### src/rtl/shift_unit_if.sv
// Request/response bundle between the execute-stage control and the
// multi-cycle shifter.
interface shift_unit_if #(
    parameter int WIDTH = 32
);
    logic             start;
    logic [1:0]       op;
    logic [WIDTH-1:0] shamt;
    logic [WIDTH-1:0] data;
    logic             busy;
    logic             done;
    logic [WIDTH-1:0] result;

    modport master (
        output start, op, shamt, data,
        input  busy, done, result
    );

    modport slave (
        input  start, op, shamt, data,
        output busy, done, result
    );
endinterface

### src/rtl/shift_unit.sv
// Bit-serial shifter: one bit position per clock, with a start/busy/done
// handshake. The result is the working register itself.
module shift_unit #(
    parameter int WIDTH = 32
) (
    input  logic         clk,
    input  logic         rst,
    shift_unit_if.slave  bus
);
    typedef enum logic [1:0] {
        S_IDLE  = 2'd0,
        S_SHIFT = 2'd1,
        S_DONE  = 2'd2
    } state_t;

    localparam logic [1:0] OP_SLL  = 2'b00;
    localparam logic [1:0] OP_SRL  = 2'b01;
    localparam logic [1:0] OP_SRA  = 2'b10;
    localparam logic [1:0] OP_ROTR = 2'b11;

    state_t           r_state;
    state_t           w_nextState;
    logic [WIDTH-1:0] r_work;
    logic [4:0]       r_count;
    logic [1:0]       r_op;
    logic [WIDTH-1:0] w_shifted;
    logic             w_unused_shamtHigh;

    // Only the low five shamt bits count; the upper bits are deliberately dropped.
    assign w_unused_shamtHigh = ^bus.shamt[WIDTH-1:5];

    always_comb begin
        w_shifted = r_work;
        case (r_op)
            OP_SLL:  w_shifted = {r_work[WIDTH-2:0], 1'b0};
            OP_SRL:  w_shifted = {1'b0, r_work[WIDTH-1:1]};
            OP_SRA:  w_shifted = {r_work[WIDTH-1], r_work[WIDTH-1:1]};
            OP_ROTR: w_shifted = {r_work[0], r_work[WIDTH-1:1]};
            default: w_shifted = r_work;
        endcase
    end

    always_comb begin
        w_nextState = r_state;
        case (r_state)
            S_IDLE:  if (bus.start) w_nextState = S_SHIFT;
            S_SHIFT: if (r_count == 5'd0) w_nextState = S_DONE;
            S_DONE:  w_nextState = S_IDLE;
            default: w_nextState = S_IDLE;
        endcase
    end

    always_ff @(posedge clk) begin
        if (rst) begin
            r_state <= S_IDLE;
            r_work  <= '0;
            r_count <= 5'd0;
            r_op    <= OP_SLL;
        end else begin
            r_state <= w_nextState;
            case (r_state)
                S_IDLE: begin
                    if (bus.start) begin
                        r_work  <= bus.data;
                        r_op    <= bus.op;
                        r_count <= bus.shamt[4:0];
                    end
                end
                S_SHIFT: begin
                    if (r_count != 5'd0) begin
                        r_work  <= w_shifted;
                        r_count <= r_count - 5'd1;
                    end
                end
                default: ;
            endcase
        end
    end

    assign bus.busy   = (r_state != S_IDLE);
    assign bus.done   = (r_state == S_DONE);
    assign bus.result = r_work;
endmodule

### src/flat_wrapper.sv
// flat-port wrapper written by rule: the top's interface ports become plain ports
module shift_unit_flat 
#(
    parameter int WIDTH = 32
)
  (clk, rst, bus_start, bus_op, bus_shamt, bus_data, bus_busy, bus_done, bus_result);
  shift_unit_if #(.WIDTH(WIDTH)) bus_i ();
  input  logic clk;
  input  logic rst;
  input wire logic [$bits(bus_i.start)-1:0] bus_start;
  input wire logic [$bits(bus_i.op)-1:0] bus_op;
  input wire logic [$bits(bus_i.shamt)-1:0] bus_shamt;
  input wire logic [$bits(bus_i.data)-1:0] bus_data;
  output wire logic [$bits(bus_i.busy)-1:0] bus_busy;
  output wire logic [$bits(bus_i.done)-1:0] bus_done;
  output wire logic [$bits(bus_i.result)-1:0] bus_result;
  assign bus_i.start = bus_start;
  assign bus_i.op = bus_op;
  assign bus_i.shamt = bus_shamt;
  assign bus_i.data = bus_data;
  assign bus_busy = bus_i.busy;
  assign bus_done = bus_i.done;
  assign bus_result = bus_i.result;
  shift_unit #(.WIDTH(WIDTH)) u_core (.clk(clk), .rst(rst), .bus(bus_i));
endmodule
### config.mk
export PLATFORM = sky130hd
export DESIGN_NAME = shift_unit_flat
export DESIGN_NICKNAME = d
export VERILOG_FILES = /design/src/rtl/shift_unit_if.sv /design/src/rtl/shift_unit.sv /design/src/flat_wrapper.sv
export SDC_FILE = /design/constraint.sdc
export NUM_CORES = 1
export LEC_CHECK = 0
export BUFFER_PORTS_ARGS = -buffer_cell sky130_fd_sc_hd__buf_2
export CORE_MARGIN = 1.5
export CORE_UTILIZATION = 46
export CTS_BUF_LIST = sky130_fd_sc_hd__clkbuf_4 sky130_fd_sc_hd__clkbuf_8 sky130_fd_sc_hd__clkbuf_16
export DETAILED_ROUTE_END_ITERATION = 10
export MAX_ROUTING_LAYER = met4
export PLACE_DENSITY_LB_ADDON = 0.15
export SYNTH_ARGS = -nofsm -noshare
export SYNTH_HDL_FRONTEND = slang
export SYNTH_SLANG_ARGS = --single-unit
### constraint.sdc
create_clock -name clk -period 2.27 [get_ports clk]
set_clock_uncertainty 0.2 [all_clocks]
set_input_delay 0.3405 -clock clk [delete_from_list [all_inputs] [get_ports clk]]
set_output_delay 0.3405 -clock clk [all_outputs]
set_load 0.05 [all_outputs]
# == Word-level counts from Yosys, hierarchy flattened ==
# Cells that the tools add are included.
# totals
regBits,41
word_cells,35
# classes
mux,10
n_eq_ne,9
n_reduce_logical,10
addsub,1
# op_table
cell,count
$pmux W32 S4,1
$mux W32,2
$pmux W32 S2,1
$mux W5,2
$pmux W5 S2,1
$eq A2 B2 Y1 const B,3
$logic_not A5 Y1,1
$reduce_bool A5 Y1,1
$sub A5 B1 Y5 const B,1
$eq A2 B1 Y1 const B,2
$logic_not A2 Y1,2
$mux W2,2
$ne A2 B1 Y1 const B,2
$ne A2 B2 Y1 const B,2
$pmux W2 S2,1
$reduce_and A2 Y1,2
$reduce_and A4 Y1,1
$reduce_bool A2 Y1,2
$reduce_and A3 Y1,1

# == Longest topological paths before layout ==
# Gate-level depths: netlist of run 1.
# depth
word_depth,4
ltp_mapped,7
ltp_nobuf,6

# == Least setup slack after synthesis of run 1 ==
# Ideal clock, no wire load.
# synth_path
kind,reg-to-reg
from,register u_core.r_count[0]
to,register u_core.r_work[4] (netlist: u_core.bus.result[4])
setup_time_ns,0.116
path_buffers,1
synth_period_minus_slack_ns,1.956
path_slack_ns,0.314
stages_incl_launch_ff,8
t_arrival_ns,1.640
path_cell_list,dfxtp_1 inv_1 ha_1 or4b_4 a21oi_2 nor2_2 buf_6 a22o_4
# synth_between
elab_chain_cells,3
# synth_lines
element,line_no,rtl
from (decl),shift_unit.sv:24,logic [4:0] r_count;
from (signal assigned),shift_unit.sv:66,r_count <= bus.shamt[4:0];
from (signal assigned),shift_unit.sv:72,r_count <= r_count - 5'd1;
$reduce_bool A5 Y1,shift_unit.sv:70,if (r_count != 5'd0) begin
$ne A2 B1 Y1 (no source line),n/a,
$reduce_and A3 Y1 (no source line),n/a,
to (signal assigned),shift_unit.sv:64,r_work <= bus.data;
to (signal assigned),shift_unit.sv:71,r_work <= w_shifted;
to (decl),shift_unit.sv:23,logic [WIDTH-1:0] r_work;
# Every way passes these cells.
# A chain may end at the register's enable or synchronous reset.

# == Worst setup path in the final report of run 1 ==
# layout_path
from,register u_core.r_count[0]
to,register u_core.r_work[19] (netlist: u_core.bus.result[19])
# The elaborated chain is that of the path after synthesis.

==> results of run 1 <==
[per-layer routing]
layer / up-vias / GRT usage / wire [microns]
li1: 1005 / - / -
met3: 7 / 0.0506 / 287
met5: - / - / 0
met4: 0 / 0.0608 / 65
met1: 907 / 0.275 / 2330
met2: 57 / 0.300 / 2160
[cells in the mapped netlist, drive strengths merged]
cell	instances	area, sq um
and2	2	12.5
nor3b	2	20.0
a21o	1	15.0
mux2i	30	300
a22o	30	280
a221oi	2	17.5
a21oi	10	53.8
nor2	14	71.3
or3	1	6.26
nand2	34	128
a211oi	1	7.51
nor2b	2	12.5
nor3	3	15.0
clkbuf	9	33.8
nor4	1	6.26
or4b	1	13.8
and3	1	6.26
dfxtp	41	821
inv	4	15.0
ha	1	12.5
nand2b	2	12.5
nand3	2	10.0
o21ai	36	180
buf	9	93.8
[final cells by class]
class                   instances  area [sq um]  area share
clock buffers                   5          68.8      0.0261
clock inverters                 1          5.00     0.00190
inverters                       4          15.0     0.00570
multi-input cells             176          1190       0.453
flip-flops and latches         41           821       0.312
well taps                      52          65.1      0.0247
repair buffers                 82           465       0.177
[power by group through the flow]
stage	Combinational (uW)	Clock [uW]	Sequential (uW)
after detailed placement	881	0	922
after global placement	871	0	923
after CTS	883	448	907
after global routing	951	478	923
final	876	434	907
after floorplan	439	0	1160
[final timing paths]
path	end	start	cells past startpoint	slack (ns)
hold reg to reg	u_core.r_state[1]$_SDFFE_PP0P_	u_core.r_count[4]$_SDFFE_PP0P_	1	0.28
setup reg to reg	u_core.bus.result[19]$_SDFFE_PP0P_	u_core.r_count[0]$_SDFFE_PP0P_	7	0.10
setup / recovery	u_core.bus.result[19]$_SDFFE_PP0P_	u_core.r_count[0]$_SDFFE_PP0P_	7	0.10
hold / removal	u_core.r_op[0]$_SDFFE_PP0P_	bus_op[0]	3	0.09
[worst max-delay path: stages (launching register included)]
cell and delay [ns]:
dfxtp_1 0.32, inv_1 0.09, ha_2 0.21, or4b_4 0.49, a21o_4 0.29, nor2_8 0.17
buf_12 0.19, a22o_1 0.16
[registers in the layout, summed over array words and instances, names as in the netlist]
register,count
u_core.bus.result,32
u_core.r_count,5
u_core.r_op,2
u_core.r_state,2
[through the flow]
stage	instances	setup slack, ns	utilization	area [sq um]
2_1_floorplan	239	0.314	-	2140
3_3_place_gp	355	0.136	0.579	2560
3_5_place_dp	355	0.122	0.579	2560
4_1_cts	361	0.0953	0.596	2630
5_1_grt	361	0.00307	0.597	2630
6_report	361	0.105	0.597	2630
[logic make-up after synthesis]
| kind of cell | after synthesis | synth area share |
|---|---|---|
| AOI/OAI and AO/OA | 80 | 0.258 |
| and+or+nand+nor | 65 | 0.146 |
| DFF | 41 | 0.383 |
| muxes | 30 | 0.140 |
| buffers and inverters | 22 | 0.0665 |
| adders and majority gates | 1 | 0.00583 |
[timing repair]
action	in CTS	in global routing
hold endpoints to repair	0	0
gates resized for setup	0	1
endpoints found under the setup margin	0	2
setup buffers	0	0
==> run_results.csv, run 1 <==
group,metric,value,unit
yosys,syn_nets,309,
yosys,yosysSeqAreaShare,0.383,
final_layout,layout_commonest_cell,"buf_2",
floorplan,ioPinCount,103,
final_layout,layout.nets,380,
floorplan,die-height,71.3,microns
critical_path,path_class,"flop to flop",
route,wl_per_cell,13.4,microns
floorplan,coreArea,4410,sq um
timing,post-route-min-period,2.17,ns
final_layout,drive_gt1_frac,0.320,
placement,gp_congestion,0.771,
pwr,p_leak,0.00138,uW
timing,hold_viol,0,
route,final_antenna_net_count,0,
global_routing,antenna_found_initial,0,
timing,fin_hold_ws,0.0862,ns
pwr,pwr-share-seq,0.409,
global_routing,gr-total-overflow,0,
timing,worstMarginPinSlew,0.351,ns
final_layout,n_antenna_cell,0,
clocking,clkLatencyLatePin,0.29,ns
timing,fin_setup_tns,0,ns
outcome,status,"finished clean",
yosys,yosys_warnings,0,
global_routing,grt_max_degree,73,
final_layout,fillers,427,
timing,rsz0062_at_grt,"false",
clocking,root_buffer,"clkbuf_8",
placement,dpl.hpwl,3.30,mm
pwr,power,2220,uW
critical_path,start_kind,"flop",
pwr,max-vdd-ir-drop,0.392,mV
critical_path,path_max_fanout,24,
critical_path,cp-end-kind,"flop",
clocking,cts_htree_levels,2,
clocking,cts_max_path_buffers,2,
pwr,p_per_area,842,nW/um^2
pwr,p_int,1320,uW
worst_hold_path,hp-class,"primary input to flop",
flow_run,cap_violations,0,
clocking,path_clk_slew,0.07,ns
timing,slew_viol_final,0,
route,drcViolationCount,0,
route,finalWirelength,4.84,mm
yosys,netlist-cell-type-count,31,
critical_path,required,2.30,ns
global_routing,grt_pass1_wl,8.11,mm
final_layout,area_growth,22.8,%
clocking,cts_num_sinks,41,
route,vias_per_cell,5.47,
yosys,syn_area_per_cell,8.97,sq um
floorplan,initial_core_util,0.486,
pwr,combPwrFrac,0.395,
global_routing,track_usage,0.203,
yosys,synthCells,239,
route,drtPass1Iterations,4,
final_layout,layout_common_cells,"buf_2 (75), dfxtp_1 (41), o21ai_0 (36), nand2_1 (34), mux2i_1 (30)",
global_routing,grt_pass1_vias,1751,
floorplan,row_count,24,
route,drt_iter0_markers,123,
route,num_vias,1976,
floorplan,dieArea,5080,sq um
pwr,power_switching,894,uW
yosys,synthesis.area,2140,sq um
yosys,synth_seq_cells,41,
critical_path,worstPathArrival,2.20,ns
placement,portBuffers,75,
pwr,pwr-share-clk,0.196,
clocking,holdBufCountCts,0,
timing,finalCritPeriodShare,0.954,
timing,finalSetupViolations,0,
timing,slew_headroom,0.765,
clocking,cts_buffers,5,
timing,fmax,462,MHz
clocking,cts_tree,"yes",
pwr,switching_share,0.403,
floorplan,die_x,71.3,microns
Note: power is estimated with default switching activity, not from simulation.
==> run 2: changes to the inputs <==
- CORE_UTILIZATION: 46 -> 50
- clock period: 2.27 -> 2.7 ns (I/O delays scaled with it)
==> run 2 against run 1 <==
Effect of this change: global-route usage is 2.0 points higher; critical path depth did not move; largest power group unchanged; largest cell class unchanged; worst setup slack improved by 0.14 ns; die area shrank 7.7%.
==> run_results.csv, run 2 (synthesis gave the netlist of run 1 again) <==
group,metric,value,unit
outcome,status,"finished clean",
floorplan,coreArea,4060,sq um
critical_path,timing.rr.end,"u_core.bus.result[12]$_SDFFE_PP0P_",
final_layout,layout_common_cells,"buf_2 (75), dfxtp_1 (41), o21ai_0 (36), nand2_1 (34), mux2i_1 (30)",
placement,gp_congestion,0.791,
clocking,cts_buffers,5,
floorplan,ioPinCount,103,
timing,worst_slack,0.242,ns
final_layout,largest_reg_flops,32,
final_layout,drive_gt1_frac,0.322,
pwr,p_leak,0.00140,uW
pwr,p_int,1250,uW
worst_hold_path,hp-class,"primary input to flop",
route,final_antenna_net_count,0,
floorplan,dieArea,4690,sq um
placement,dpl_cell_area,2540,sq um
global_routing,grt_pass1_vias,1718,
clocking,holdBufCountCts,0,
final_layout,fillers,354,
pwr,p_per_area,755,nW/um^2
global_routing,grt_max_degree,42,
clocking,path_clk_slew,0.08,ns
route,num_vias,1954,
route,drtPass1Iterations,4,
clocking,ctsResizeCount,0,
route,highest_layer,"met4",
critical_path,path_max_fanout,27,
clocking,clkLatencyLatePin,0.29,ns
final_layout,post-route-cell-area,2660,sq um
global_routing,antenna_found_initial,0,
critical_path,reg2reg_from,"u_core.r_count[0]$_SDFFE_PP0P_",
floorplan,row_count,23,
critical_path,endpoint,"u_core.bus.result[12]$_SDFFE_PP0P_",
critical_path,cp-end-kind,"flop",
final_layout,area_growth,24.2,%
floorplan,die_x,68.5,microns
route,vias_per_cell,5.41,
pwr,switching_share,0.379,
pwr,power_switching,761,uW
route,drt-met1-wl,2.34,mm
final_layout,fin_util,0.656,
clocking,cts_max_path_buffers,2,
timing,slew_viol_final,0,
critical_path,worstPathArrival,2.49,ns
floorplan,initial_core_util,0.529,
final_layout,layout.nets,380,
timing,hold_viol,0,
clocking,root_buffer,"clkbuf_8",
clocking,post-cts-setup-buffer-count,0,
timing,worstMarginPinSlew,1.14,ns
placement,dpl.hpwl,3.23,mm
final_layout,n_antenna_cell,0,
flow_run,cap_violations,0,
route,wl_per_cell,13.2,microns
route,wl_met3,241,microns
timing,rsz0062_at_grt,"false",
floorplan,die-height,68.5,microns
clocking,cts_num_sinks,41,
pwr,pwr-share-clk,0.257,
timing,fin_setup_tns,0,ns
pwr,power,2010,uW
clocking,cts_tree,"yes",
route,met2_length,2.12,mm
route,drcViolationCount,0,
pwr,combPwrFrac,0.363,
route,drt_iter0_markers,93,
placement,portBuffers,75,
placement,dpl_worst_slack,0.257,ns
global_routing,track_usage,0.223,
global_routing,gr-total-overflow,0,
critical_path,rrSetupSlack,0.24,ns
critical_path,path_class,"flop to flop",
timing,post-route-min-period,2.46,ns
critical_path,required,2.73,ns
global_routing,grt_pass1_wl,7.69,mm
pwr,max-vdd-ir-drop,0.410,mV
pwr,pwr-share-seq,0.380,
timing,finalCritPeriodShare,0.911,
timing,finalSetupViolations,0,
route,finalWirelength,4.76,mm
critical_path,rr_worst_depth,7,
timing,slew_headroom,0.239,
clocking,cts_htree_levels,2,
critical_path,start_kind,"flop",
critical_path,crit_start,"u_core.r_count[0]$_SDFFE_PP0P_",
timing,fmax,407,MHz
final_layout,layout_commonest_cell,"buf_2",
[run 2: cell count changes in the layout (fill, tap and decap cells not counted), sizes merged]
cell,delta
clkbuf,+2
clkinv,-1
bufinv,+1
[run 2: worst min path at each step]
| stage | startpoint | end | slack, ns | cells after the start |
|---|---|---|---|---|
| after floorplan | u_core.r_count[4]$_SDFFE_PP0P_ | u_core.r_state[1]$_SDFFE_PP0P_ | 0.22 | 1 |
| after global placement | u_core.r_count[4]$_SDFFE_PP0P_ | u_core.r_state[1]$_SDFFE_PP0P_ | 0.24 | 1 |
| after detailed placement | u_core.r_count[4]$_SDFFE_PP0P_ | u_core.r_state[1]$_SDFFE_PP0P_ | 0.26 | 1 |
| after CTS | bus_op[1] | u_core.r_op[1]$_SDFFE_PP0P_ | 0.14 | 3 |
| after global routing | bus_shamt[4] | u_core.r_count[4]$_SDFFE_PP0P_ | 0.14 | 3 |
| final | bus_op[1] | u_core.r_op[1]$_SDFFE_PP0P_ | 0.14 | 3 |
[run 2: routing by layer]
metal	vias to the layer above	track usage
met3	6	0.0601
met4	0	0.0775
met1	887	0.269
met5	-	-
li1	1008	-
met2	53	0.359
[run 2: layout make-up]
cell class	count	area, sq um	area share
Clock buffer	7	90.1	0.0338
Clock inverter	1	30.0	0.0113
Multi-Input combinational cell	176	1190	0.447
Sequential cell	41	821	0.308
Inverter	4	15.0	0.00564
Tap cell	50	62.6	0.0235
Timing Repair Buffer	82	453	0.170
[run 2: worst max-delay path, stage by stage (launching register included)]
cell,delay (ns)
dfxtp_1,0.34
inv_1,0.07
ha_1,0.23
or4b_4,0.23
a21oi_2,0.06
nor2_2,0.86
buf_4,0.26
a22o_1,0.12
[run 2: power by group through the flow]
| stage | combinational (uW) | clock, uW | sequential, uW |
|---|---|---|---|
| floorplan | 369 | 0 | 972 |
| global placement | 725 | 0 | 774 |
| detailed placement | 732 | 0 | 776 |
| CTS | 734 | 528 | 763 |
| global route | 797 | 559 | 776 |
| finish | 730 | 516 | 764 |
[run 2: through the flow]
step | std cells | hold WS, ns
global placement | 353 | 0.243
CTS | 361 | 0.140
floorplan | 239 | 0.223
finish | 361 | 0.143
global route | 361 | 0.143
detailed placement | 353 | 0.259
==> run 3: changes to the inputs <==
- ABC_AREA: default -> 1
- CORE_UTILIZATION: 50 -> 52
==> run 3 against run 2 <==
Effect of this change: non-clock buffer count decreased by 3; register-to-register slack improved by 0.59 ns; clock power decreased by 18%; worst setup slack improved by 0.59 ns; wire length increased by 24%; sequential power increased by 3.4%; final area increased by 11%; die area increased by 13%; synthesized cell count increased by 72%; core utilization decreased by 3.0 points; hold slack got worse by 0.049 ns; first-iteration DRC count increased by 38%; critical endpoint is now u_core.bus.result[8]$_SDFFE_PP0P_; largest power group is now combinational cells; highest routed layer unchanged.
==> run_results.csv, run 3 <==
group,metric,value,unit
route,wl_per_cell,10.9,microns
yosys,synth_mux_area_frac,0,
final_layout,layout_common_cells,"nand2_1 (133), buf_2 (75), nor2_1 (55), inv_1 (41), dfxtp_1 (41)",
timing,fin_hold_ws,0.0944,ns
timing,fin_setup_tns,0,ns
final_layout,layout_commonest_cell,"nand2_1",
yosys,yosys_warnings,0,
worst_hold_path,hp-class,"primary input to flop",
worst_hold_path,whs_path_depth,2,
yosys,yosys.area.top_type,"dfxtp_1",
critical_path,cp-end-kind,"flop",
final_layout,n_antenna_cell,0,
yosys,synth-compound-area-share,0.0934,
timing,slew_headroom,0.640,
yosys,synth_top_family_by_area,"simple AND/OR/NAND/NOR gates",
route,finalWirelength,5.87,mm
critical_path,reg2reg_from,"u_core.r_op[1]$_SDFFE_PP0P_",
timing,finalSetupViolations,0,
global_routing,grt_pass1_vias,2362,
placement,dpl.hpwl,3.84,mm
route,drcViolationCount,0,
pwr,p_leak,0.00163,uW
yosys,synth_most_common_cell,"nand2_1",
yosys,yosysSeqAreaShare,0.323,
clocking,clkLatencyLatePin,0.30,ns
critical_path,path_max_fanout,31,
clocking,ctsResizeCount,0,
global_routing,antenna_found_initial,0,
critical_path,worst_path_max_delay_cell,"nor2_2",
clocking,post-cts-setup-buffer-count,0,
worst_hold_path,holdPathEnd,"u_core.r_count[4]$_SDFFE_PP0P_",
yosys,synth-edff-count,0,
final_layout,largest_reg_flops,32,
clocking,cts_tree,"yes",
clocking,holdBufCountCts,0,
yosys,synth_top_area_share,0.323,
timing,hold_viol,0,
yosys,ys.flop_type,"dfxtp_1",
critical_path,timing.rr.end,"u_core.bus.result[8]$_SDFFE_PP0P_",
floorplan,dieArea,5320,sq um
yosys,ys_async_sr_fraction,0,
pwr,max-vdd-ir-drop,0.343,mV
critical_path,worst-path-buf-inv,1,
placement,gp_congestion,0.784,
global_routing,track_usage,0.245,
outcome,status,"finished clean",
route,final_antenna_net_count,0,
critical_path,max_stage_delay,0.45,ns
critical_path,rrSetupSlack,0.84,ns
timing,worstMarginPinSlew,0.540,ns
clocking,path_clk_slew,0.08,ns
yosys,synthesis.area,2540,sq um
floorplan,ioPinCount,103,
global_routing,grt_max_degree,42,
final_layout,layout.nets,544,
final_layout,drive_gt1_frac,0.247,
timing,rsz0062_at_grt,"false",
clocking,root_buffer,"clkbuf_8",
route,drtPass1Iterations,4,
yosys,synthCells,411,
placement,portBuffers,75,
worst_hold_path,worstHoldStart,"rst",
route,num_vias,2593,
global_routing,gr-total-overflow,0,
floorplan,row_count,25,
yosys,synthXorXnorAreaFrac,0.00344,
yosys,synth_area_leaders,"dfxtp_1 (32%), nand2_1 (20%), nor2_1 (8.1%)",
global_routing,grt_pass1_wl,9.98,mm
clocking,cts_htree_levels,2,
timing,post-route-min-period,1.86,ns
critical_path,required,2.74,ns
clocking,cts_num_sinks,41,
critical_path,start_kind,"flop",
yosys,synth_seq_cells,41,
critical_path,worstPathCellList,"nor2_2, inv_2, nand2_1, nand3_1, nand2_1, nor2_2, nor2_1",
yosys,syn_area_per_cell,6.19,sq um
floorplan,die-height,73.0,microns
timing,slew_viol_final,0,
critical_path,critPathTopFamily,"simple AND/OR/NAND/NOR gates",
timing,finalCritPeriodShare,0.690,
clocking,cts_buffers,5,
final_layout,area_growth,16.2,%
yosys,syn_nets,481,
yosys,synthSimpleGateAreaFrac,0.438,
yosys,synth_adder_area_share,0.00492,
flow_run,cap_violations,0,
critical_path,rr_worst_depth,7,
critical_path,worstPathArrival,1.90,ns
clocking,cts_max_path_buffers,2,
timing,fmax,537,MHz
floorplan,die_x,73.0,microns
pwr,p_per_area,773,nW/um^2
critical_path,path_class,"flop to flop",
yosys,synth_common_cells,"nand2_1 (133), nor2_1 (55), dfxtp_1 (41), inv_1 (41), o21ai_0 (37)",
floorplan,initial_core_util,0.539,
floorplan,coreArea,4720,sq um
route,drt_iter0_markers,128,
route,vias_per_cell,4.79,
yosys,netlist-cell-type-count,28,
-- run 3: cells by family after synthesis --
group                      Yosys count
buffers and inverters               68
adders and majority gates            1
and+or+nand+nor                    253
DFF                                 41
AOI/OAI and AO/OA                   47
xor gates and xnor gates             1
-- run 3: per-layer routing --
layer  GRT usage  wire, microns
met5           -              0
met4      0.0964             75
met3      0.0373            326
met2       0.408           2750
met1       0.297           2720
-- run 3: where the power goes --
part / leakage, uW / switching, uW / internal [uW]
Sequential: 0.000340 / 80.3 / 710
Clock: 0.0000477 / 211 / 213
Combinational: 0.00124 / 782 / 292
-- run 3: layout make-up --
class	count	area (sq um)
fillers	457	1770
repair buffers	79	405
clock buffers	7	90.1
well taps	67	83.8
inverters	45	184
flip-flops and latches	41	821
multi-input cells	302	1370
-- run 3: how the worst max path moves through the flow --
stage	slack (ns)	from	end	cells past startpoint
2_1_floorplan	1.07	u_core.r_state[1]$_SDFFE_PP0P_	bus_done	2
3_3_place_gp	0.88	u_core.r_op[1]$_SDFFE_PP0P_	u_core.bus.result[30]$_SDFFE_PP0P_	6
3_5_place_dp	0.86	u_core.r_op[1]$_SDFFE_PP0P_	u_core.bus.result[8]$_SDFFE_PP0P_	7
4_1_cts	0.83	u_core.r_op[1]$_SDFFE_PP0P_	u_core.bus.result[8]$_SDFFE_PP0P_	7
5_1_grt	0.63	u_core.r_op[1]$_SDFFE_PP0P_	u_core.bus.result[19]$_SDFFE_PP0P_	7
6_report	0.84	u_core.r_op[1]$_SDFFE_PP0P_	u_core.bus.result[8]$_SDFFE_PP0P_	7
-- run 3: stage by stage --
stage	std cells	setup WS, ns	area (sq um)	utilization	power (uW)
6_report	541	0.836	2960	0.626	2290
3_5_place_dp	534	0.864	2870	0.607	1880
2_1_floorplan	411	1.07	2540	-	1710
4_1_cts	541	0.833	2960	0.626	2300
5_1_grt	541	0.635	2960	0.626	2450
3_3_place_gp	534	0.876	2870	0.607	1860
